$ cat config.mk
export PLATFORM = sky130hd
export DESIGN_NAME = lsu_mem_ctrl_flat
export DESIGN_NICKNAME = d
export VERILOG_FILES = /design/src/rtl/lsu_mem_ctrl_if.sv /design/src/rtl/lsu_mem_ctrl.sv /design/src/flat_wrapper.sv
export SDC_FILE = /design/constraint.sdc
export NUM_CORES = 1
export LEC_CHECK = 0
export BUFFER_PORTS_ARGS = -buffer_cell sky130_fd_sc_hd__buf_2
export CORE_AREA = 2 2 74 146
export CTS_BUF_LIST = sky130_fd_sc_hd__clkbuf_8
export CTS_CLUSTER_SIZE = 24
export DETAILED_ROUTE_END_ITERATION = 7
export DIE_AREA = 0 0 76 148
export GPL_TIMING_DRIVEN = 0
export PLACE_DENSITY = 0.86
export REMOVE_ABC_BUFFERS = 1
export SLEW_MARGIN = 30
export SYNTH_ARGS = -nofsm -noshare
export SYNTH_HDL_FRONTEND = slang
export SYNTH_SLANG_ARGS = --single-unit
$ cat constraint.sdc
create_clock -name clk -period 4.7 [get_ports clk]
set_clock_uncertainty 0.15 [all_clocks]
set_input_delay 0.94 -clock clk [delete_from_list [all_inputs] [get_ports clk]]
set_output_delay 0.94 -clock clk [all_outputs]
set_load 0.1 [all_outputs]
$ cat src/rtl/lsu_mem_ctrl_if.sv
// Pipeline-facing request/response bus plus the data-memory port of the load/store controller.
// The master side is whatever drives requests and models the memory; the controller is the slave.
interface lsu_mem_ctrl_if;
   logic        req_valid;
   logic        req_ready;
   logic        req_we;
   logic [1:0]  req_size;
   logic        req_signed;
   logic [31:0] req_addr;
   logic [31:0] req_wdata;
   logic        resp_valid;
   logic [31:0] resp_rdata;
   logic        resp_err;
   logic [31:0] mem_raddr;
   logic [31:0] mem_rdata;
   logic [31:0] mem_waddr;
   logic [31:0] mem_wdata;
   logic        mem_wen;

   modport master (
      output req_valid, req_we, req_size, req_signed, req_addr, req_wdata, mem_rdata,
      input  req_ready, resp_valid, resp_rdata, resp_err,
      input  mem_raddr, mem_waddr, mem_wdata, mem_wen
   );

   modport slave (
      input  req_valid, req_we, req_size, req_signed, req_addr, req_wdata, mem_rdata,
      output req_ready, resp_valid, resp_rdata, resp_err,
      output mem_raddr, mem_waddr, mem_wdata, mem_wen
   );
endinterface

$ cat src/rtl/lsu_mem_ctrl.sv
// Load/store controller in front of a word-addressed memory with a 1-cycle registered read port.
// Sub-word stores are merged by read-modify-write; loads return sign/zero-extended lane data.
module lsu_mem_ctrl #(
   parameter bit ALIGN_CHECK = 1'b1,
   parameter bit RMW_SUBWORD = 1'b1
) (
   input logic           clk,
   input logic           rst,
   lsu_mem_ctrl_if.slave bus
);

   typedef enum logic [2:0] {IDLE, LD_ADDR, LD_DATA, ST_WR, RMW_RD, RMW_WR, RESP} state_e;
   typedef enum logic [1:0] {SZ_BYTE, SZ_HALF, SZ_WORD, SZ_ILL} size_e;

   state_e      state_q, state_d;
   size_e       size_q, size_d;
   logic        signed_q, signed_d;
   logic [1:0]  off_q, off_d;
   logic [31:0] waddr_q, waddr_d;
   logic [31:0] wdata_q, wdata_d;
   logic [31:0] rdata_q, rdata_d;
   logic        err_q, err_d;

   size_e       req_size;
   logic        misaligned;
   logic        req_bad;
   logic [4:0]  lane_sh;
   logic [15:0] ld_lane;
   logic [31:0] ld_ext;
   logic [31:0] lane_mask;
   logic [31:0] merged;

   always_comb begin
      req_size   = size_e'(bus.req_size);
      misaligned = (req_size == SZ_HALF && bus.req_addr[0]) ||
                   (req_size == SZ_WORD && bus.req_addr[1:0] != 2'b00);
      req_bad    = (req_size == SZ_ILL) || (ALIGN_CHECK && misaligned) ||
                   (!RMW_SUBWORD && bus.req_we && req_size != SZ_WORD);
   end

   // Lane datapath: load extraction in LD_DATA, store merge in RMW_WR, both off the live read data.
   always_comb begin
      lane_sh = {off_q, 3'b000};
      ld_lane = 16'(bus.mem_rdata >> lane_sh);
      unique case (size_q)
         SZ_BYTE: ld_ext = {{24{signed_q & ld_lane[7]}}, ld_lane[7:0]};
         SZ_HALF: ld_ext = {{16{signed_q & ld_lane[15]}}, ld_lane};
         default: ld_ext = bus.mem_rdata;
      endcase
      lane_mask = ((size_q == SZ_BYTE) ? 32'h0000_00FF : 32'h0000_FFFF) << lane_sh;
      merged    = (bus.mem_rdata & ~lane_mask) | ((wdata_q << lane_sh) & lane_mask);
   end

   always_comb begin
      // NOTE: every signal gets its hold value first so no path through the case infers a latch.
      state_d  = state_q;
      size_d   = size_q;
      signed_d = signed_q;
      off_d    = off_q;
      waddr_d  = waddr_q;
      wdata_d  = wdata_q;
      rdata_d  = rdata_q;
      err_d    = err_q;
      unique case (state_q)
         IDLE: begin
            if (bus.req_valid) begin
               size_d   = req_size;
               signed_d = bus.req_signed;
               wdata_d  = bus.req_wdata;
               waddr_d  = {2'b00, bus.req_addr[31:2]};
               // Forcing the lane offset aligned is harmless when misalignment is an error anyway.
               off_d    = (req_size == SZ_WORD) ? 2'b00 :
                          (req_size == SZ_HALF) ? {bus.req_addr[1], 1'b0} : bus.req_addr[1:0];
               err_d    = req_bad;
               if (req_bad)                  state_d = RESP;
               else if (!bus.req_we)         state_d = LD_ADDR;
               else if (req_size == SZ_WORD) state_d = ST_WR;
               else                          state_d = RMW_RD;
            end
         end
         LD_ADDR: state_d = LD_DATA;
         LD_DATA: begin
            rdata_d = ld_ext;
            state_d = RESP;
         end
         ST_WR:   state_d = RESP;
         RMW_RD:  state_d = RMW_WR;
         RMW_WR:  state_d = RESP;
         RESP: begin
            rdata_d = 32'h0;
            err_d   = 1'b0;
            state_d = IDLE;
         end
         default: state_d = IDLE;
      endcase
   end

   always_comb begin
      bus.req_ready  = (state_q == IDLE) && !rst;
      bus.resp_valid = (state_q == RESP);
      bus.resp_err   = err_q;
      bus.resp_rdata = rdata_q;
      bus.mem_raddr  = waddr_q;
      bus.mem_waddr  = waddr_q;
      bus.mem_wen    = ((state_q == ST_WR) || (state_q == RMW_WR)) && !rst;
      bus.mem_wdata  = 32'h0;
      if (state_q == ST_WR)       bus.mem_wdata = wdata_q;
      else if (state_q == RMW_WR) bus.mem_wdata = merged;
   end

   // NOTE: sequential state uses non-blocking assignments so every flop samples pre-edge values.
   always_ff @(posedge clk) begin
      if (rst) begin
         state_q  <= IDLE;
         size_q   <= SZ_BYTE;
         signed_q <= 1'b0;
         off_q    <= 2'b00;
         waddr_q  <= 32'h0;
         wdata_q  <= 32'h0;
         rdata_q  <= 32'h0;
         err_q    <= 1'b0;
      end else begin
         state_q  <= state_d;
         size_q   <= size_d;
         signed_q <= signed_d;
         off_q    <= off_d;
         waddr_q  <= waddr_d;
         wdata_q  <= wdata_d;
         rdata_q  <= rdata_d;
         err_q    <= err_d;
      end
   end

endmodule
$ cat src/flat_wrapper.sv
// flat-port wrapper written by rule: the top's interface ports become plain ports
module lsu_mem_ctrl_flat 
#(
   parameter bit ALIGN_CHECK = 1'b1,
   parameter bit RMW_SUBWORD = 1'b1
)
  (clk, rst, bus_req_valid, bus_req_we, bus_req_size, bus_req_signed, bus_req_addr, bus_req_wdata, bus_mem_rdata, bus_req_ready, bus_resp_valid, bus_resp_rdata, bus_resp_err, bus_mem_raddr, bus_mem_waddr, bus_mem_wdata, bus_mem_wen);
  lsu_mem_ctrl_if bus_i ();
  input logic clk;
  input logic rst;
  input wire logic [$bits(bus_i.req_valid)-1:0] bus_req_valid;
  input wire logic [$bits(bus_i.req_we)-1:0] bus_req_we;
  input wire logic [$bits(bus_i.req_size)-1:0] bus_req_size;
  input wire logic [$bits(bus_i.req_signed)-1:0] bus_req_signed;
  input wire logic [$bits(bus_i.req_addr)-1:0] bus_req_addr;
  input wire logic [$bits(bus_i.req_wdata)-1:0] bus_req_wdata;
  input wire logic [$bits(bus_i.mem_rdata)-1:0] bus_mem_rdata;
  output wire logic [$bits(bus_i.req_ready)-1:0] bus_req_ready;
  output wire logic [$bits(bus_i.resp_valid)-1:0] bus_resp_valid;
  output wire logic [$bits(bus_i.resp_rdata)-1:0] bus_resp_rdata;
  output wire logic [$bits(bus_i.resp_err)-1:0] bus_resp_err;
  output wire logic [$bits(bus_i.mem_raddr)-1:0] bus_mem_raddr;
  output wire logic [$bits(bus_i.mem_waddr)-1:0] bus_mem_waddr;
  output wire logic [$bits(bus_i.mem_wdata)-1:0] bus_mem_wdata;
  output wire logic [$bits(bus_i.mem_wen)-1:0] bus_mem_wen;
  assign bus_i.req_valid = bus_req_valid;
  assign bus_i.req_we = bus_req_we;
  assign bus_i.req_size = bus_req_size;
  assign bus_i.req_signed = bus_req_signed;
  assign bus_i.req_addr = bus_req_addr;
  assign bus_i.req_wdata = bus_req_wdata;
  assign bus_i.mem_rdata = bus_mem_rdata;
  assign bus_req_ready = bus_i.req_ready;
  assign bus_resp_valid = bus_i.resp_valid;
  assign bus_resp_rdata = bus_i.resp_rdata;
  assign bus_resp_err = bus_i.resp_err;
  assign bus_mem_raddr = bus_i.mem_raddr;
  assign bus_mem_waddr = bus_i.mem_waddr;
  assign bus_mem_wdata = bus_i.mem_wdata;
  assign bus_mem_wen = bus_i.mem_wen;
  lsu_mem_ctrl #(.ALIGN_CHECK(ALIGN_CHECK), .RMW_SUBWORD(RMW_SUBWORD)) u_core (.clk(clk), .rst(rst), .bus(bus_i));
endmodule
Word-level counts from Yosys, hierarchy flattened --
Index checks and enable logic that the tools add are counted.
Word-level totals: register bits after elaboration 103, input bits 103, output and inout bits 132, word-level logic and storage cells 58
Cells by class: shifts and indexed selects 3, reductions and logical operators 16, bitwise operators 6, mux-type cells 14, equal/unequal tests 11
Operators with widths (number):
- case mux 32 bit (2 select lines) | 2
- AND 32 bit | 2
- 2-to-1 mux 32 bit | 2
- left shift 32 x 5 -> 32 bit | 2
- NOT 32 bit | 1
- OR 32 bit | 1
- right shift 32 x 5 -> 16 bit | 1
- 2-to-1 mux 16 bit | 1
- 2-to-1 mux 3 bit | 4
- case mux 3 bit (4 select lines) | 1
- equality test 3 bit, second input constant | 3
- equality test 3 x 2 -> 1 bit, second input constant | 2
- nonzero test 2 bit | 3
- equality test 2 x 1 -> 1 bit, second input constant | 2
- equality test 2 bit, second input constant | 2
- logical AND 1 bit | 4
- AND reduction 2 bit | 2
- equality test 3 x 1 -> 1 bit, second input constant | 1
- zero test 3 bit | 1
- logical OR 1 bit | 3
- OR reduction 3 bit | 1
- AND 1 bit | 2
- zero test 2 bit | 1
- 2-to-1 mux 1 bit | 2
- 4 further kinds | 4

Depth between registers and ports, before layout --
word-level depth 8, mapped depth 8, depth with buffers taken out 4

Worst setup path after synthesis --
OpenSTA, ideal clock, no wires.
path type in2out, start point in rst, end point out bus_req_ready, slack -0.335 ns, stages 2, arrival time 3.945 ns, cells stage by stage clkbuf_1 nor4_1
Between the ends: longest elaborated chain between the ends 2
RTL lines:
- start, declared | line flat_wrapper.sv:10 | input logic rst;
- zero test 1 bit | line lsu_mem_ctrl.sv:99 | bus.req_ready = (state_q == IDLE) && !rst;
- logical AND 1 bit | line lsu_mem_ctrl.sv:99
- end, declared | line flat_wrapper.sv:18 | output wire logic [$bits(bus_i.req_ready)-1:0] bus_req_ready;
No other way between the ends.

Worst setup path in the final report --
start point reg u_core.state_q[2], end point out bus_mem_wdata[7]
Between the ends: longest elaborated chain between the ends 3
RTL lines:
- start, declared | line lsu_mem_ctrl.sv:15 | state_e state_q, state_d;
- start signal, assigned | line lsu_mem_ctrl.sv:123 | state_q <= state_d;
- equality test 3 bit | line lsu_mem_ctrl.sv:108 | else if (state_q == RMW_WR) bus.mem_wdata = merged;
- 2-to-1 mux 32 bit | line lsu_mem_ctrl.sv:108
- 2-to-1 mux 32 bit * | line lsu_mem_ctrl.sv:107 | if (state_q == ST_WR) bus.mem_wdata = wdata_q;
- end, declared | line flat_wrapper.sv:24 | output wire logic [$bits(bus_i.mem_wdata)-1:0] bus_mem_wdata;
Mark *: on every way between the ends. The rest lies on a longest branch, timed or not.

==> key figures <==
Synth
  • Syn Area/Cell: 7.93 um^2
  • Synth warn: 0
  • Seq cells post-synth: 103
  • Library cells used by synthesis: 46
  • Synth Instances: 656
  • Synth async-reset ratio: 0%
  • EDFF count, synth: 0
  • Main synth FF type: dfxtp_1
  • Post-Synthesis Cell Area: 5200 um^2
  • Seq/Total Area, Yosys: 39.6%

Worst setup path
  • CP startpoint: u_core.state_q[2]$_SDFFE_PP0P_
  • Critical path data required time: 3.61 ns
  • Reg2reg end: u_core.bus.resp_rdata[26]$_SDFFE_PP0P_
  • Crit path launch type: flip-flop
  • WS Path Type: flip-flop to primary output
  • WP data arrival: 3.00 ns
  • Reg-to-reg slack, setup: 2.00 ns
  • CP Max Fanout: 12
  • Start of the worst register-to-register path: u_core.off_q[1]$_SDFFE_PP0P_
  • Worst Reg-to-Reg Cells: 4
  • Setup crit end kind: primary output

Global route
  • Vias in the first global route: 5061
  • First-pass GRT wire length: 24700 um
  • Largest net degree at the start of global routing: 78
  • GRT Overall Usage: 27.1%
  • GRT overflow: 0
  • Initial antenna violation count: 0

Clocking
  • CTS Buffer Depth: 2
  • Clock Pin Slew Worst Setup and Hold Paths: 0.10 ns
  • TritonCTS clock tree: built
  • Worst-skew pair later-pin latency: 0.38 ns
  • Hold Buf Count CTS: 0
  • # resized after CTS: 0
  • CTS sink count: 103
  • CTS Root Buffer Type: clkbuf_8
  • # Post-CTS Setup Buffers: 0
  • Num CTS Buffers: 9
  • H-tree depth: 3

STA
  • Slew headroom: 37.9%
  • Worst Max-Slew Pin Slew: 0.926 ns
  • Fmax: 245 MHz
  • Hold WS: 0.298 ns
  • Final Max Slew Viols: 0
  • Final setup viols: 0
  • Period minus WS final: 4.09 ns
  • RSZ-0062 raised after global routing: false
  • Hold Fails Final Rpt: 0
  • Fin crit share: 87.0%

Floorplanning
  • Initial Util: 51.6%
  • Die X-Extent: 76 um
  • FP Rows: 52
  • Die area: 11200 um^2
  • # IOs: 235
  • Height of the chip: 148 um
  • Core Region: 10100 um^2

Worst hold path
  • HP Class: flip-flop to flip-flop
  • Hold Path Stages: 2
  • Hold Path End: u_core.bus.resp_rdata[3]$_SDFFE_PP0P_
  • Worst hold start: u_core.bus.resp_rdata[3]$_SDFFE_PP0P_

Pwr
  • P_sw: 1120 uW
  • Cell area power density: 387 nW/um^2
  • P_leak: 0.00282 uW
  • Worst IR Drop VDD: 0.000348 V
  • Switching share of power: 46.0%
  • Clk pwr share: 22.3%
  • Seq pwr share: 41.2%
  • Combinational fraction of design power: 36.4%
  • Total power draw: 2440 uW
  • Pint: 1320 uW

Cells and area
  • Fin area: 6290 um^2
  • Share of post-route cells with drive strength above 1: 32.0%
  • Nets: 919
  • Area Overhead vs Synth: 20.9%
  • Antenna diode count: 0
  • Post-route insts no fill: 956

Detailed routing
  • Initial DRC Count: 514
  • Antenna-violating nets left: 0
  • Vias: 5340
  • Via/cell ratio: 5.59
  • Post-route DRC violation count: 0
  • WL final: 15800 um
  • Drt wl/cell: 16.6 um
  • DRT Pass-1 Iters: 6

Place
  • DP Wirelength: 11600 um
  • Area after DPL: 6100 um^2
  • Cell Count Post-Placement: 940
  • Final GP Congestion: 0.938
  • IO Port Bufs: 230

Status
  • Outcome: finished, final reports clean

Job
  • Total of max-cap violations: 0
## cell type report
class,instances,area (um^2)
clock buffer,9,124
sequential,103,2060
inverter,2,7.51
timing repair buffer,233,1210
tap,135,169
fill,935,3800
multi-input combinational,467,2640
clock inverter,7,66.3
## metal layers
layer	vias up	global-route usage, %	routed length, um
li1	2587	-	-
met1	2421	30.6	5940
met2	270	47.2	8160
met3	62	4.76	979
met4	0	16.5	759
met5	-	0	0
## cells in the mapped netlist, types with 4 or more instances
library cell / n / share of area (%)
buf_2: 22 / 2.1
nor2_1: 34 / 2.5
a2bb2oi_1: 8 / 1.3
nor2b_1: 4 / 0.48
dfxtp_1: 103 / 40
o21ai_0: 24 / 2.3
nand2b_1: 4 / 0.48
a22o_1: 16 / 2.7
nand3_1: 5 / 0.48
o221ai_1: 23 / 3.9
mux2i_1: 26 / 5.0
buf_6: 4 / 0.87
o31ai_1: 7 / 1.0
o21ai_1: 11 / 1.1
buf_4: 40 / 5.8
clkbuf_1: 20 / 1.4
a221o_1: 16 / 3.1
nand2_1: 173 / 12
a21oi_1: 84 / 8.1
## registers in the layout (all words and copies together), names as in the netlist
register and flops:
u_core.bus.resp_err 1, u_core.bus.resp_rdata 32, u_core.off_q 2, u_core.size_q 2
u_core.bus.mem_raddr 30, u_core.wdata_q 32, u_core.state_q 3, u_core.signed_q 1
## cell usage in the layout, fill, tap and decap left out, drive strengths merged, types with 5 or more instances in the layout
| master | netlist | final |
|---|---|---|
| a21oi | 84 | 84 |
| mux2i | 26 | 26 |
| dfxtp | 103 | 103 |
| o31ai | 8 | 8 |
| buf | 67 | 233 |
| a2bb2oi | 9 | 9 |
| nor2 | 34 | 34 |
| clkbuf | 20 | 9 |
| o221ai | 23 | 23 |
| nand3 | 5 | 5 |
| a22o | 16 | 16 |
| nand2 | 173 | 173 |
| inv | 2 | 5 |
| o21ai | 35 | 35 |
| a221o | 16 | 16 |
## critical path, cell delays in order (launching register included)
cell and delay [ns]:
dfxtp_1 0.69, nand3_1 0.46, nor2_1 0.73, a22o_1 0.29
buf_2 0.44
## stage by stage
stage	setup WS [ns]	utilization, %	setup TNS (ns)
floorplan	-0.254	-	-1.40
global placement	0.110	59.5	0
finish	0.611	62.3	0
detailed placement	1.14	60.5	0
CTS	0.675	62.3	0
global route	0.535	62.3	0
## how the worst max path moves through the flow
| stage | slack, ns | end | cells past startpoint |
|---|---|---|---|
| floorplan | -0.25 | bus_mem_wdata[15] | 4 |
| global placement | 0.11 | bus_mem_wdata[23] | 5 |
| detailed placement | 1.14 | bus_mem_wdata[7] | 4 |
| CTS | 0.67 | bus_mem_wdata[23] | 5 |
| global route | 0.53 | bus_mem_wdata[23] | 5 |
| finish | 0.61 | bus_mem_wdata[7] | 4 |
## power by group through the flow
stage	clock network [uW]	registers, uW	logic (uW)
global placement	0	1020	860
floorplan	0	1400	288
detailed placement	0	1020	885
global route	586	1010	932
CTS	552	1000	887
finish	544	1000	888
## kinds of logic after synthesis
| kind of cell | share of synthesized area (%) |
|---|---|
| AND/OR/NAND/NOR | 19.1 |
| other | 0.0721 |
| flip-flops | 39.6 |
| multiplexers | 5.22 |
| AO/OA/AOI/OAI | 25.6 |
| buffers and inverters | 10.4 |
No activity file was read; power rests on OpenSTA's default activity.
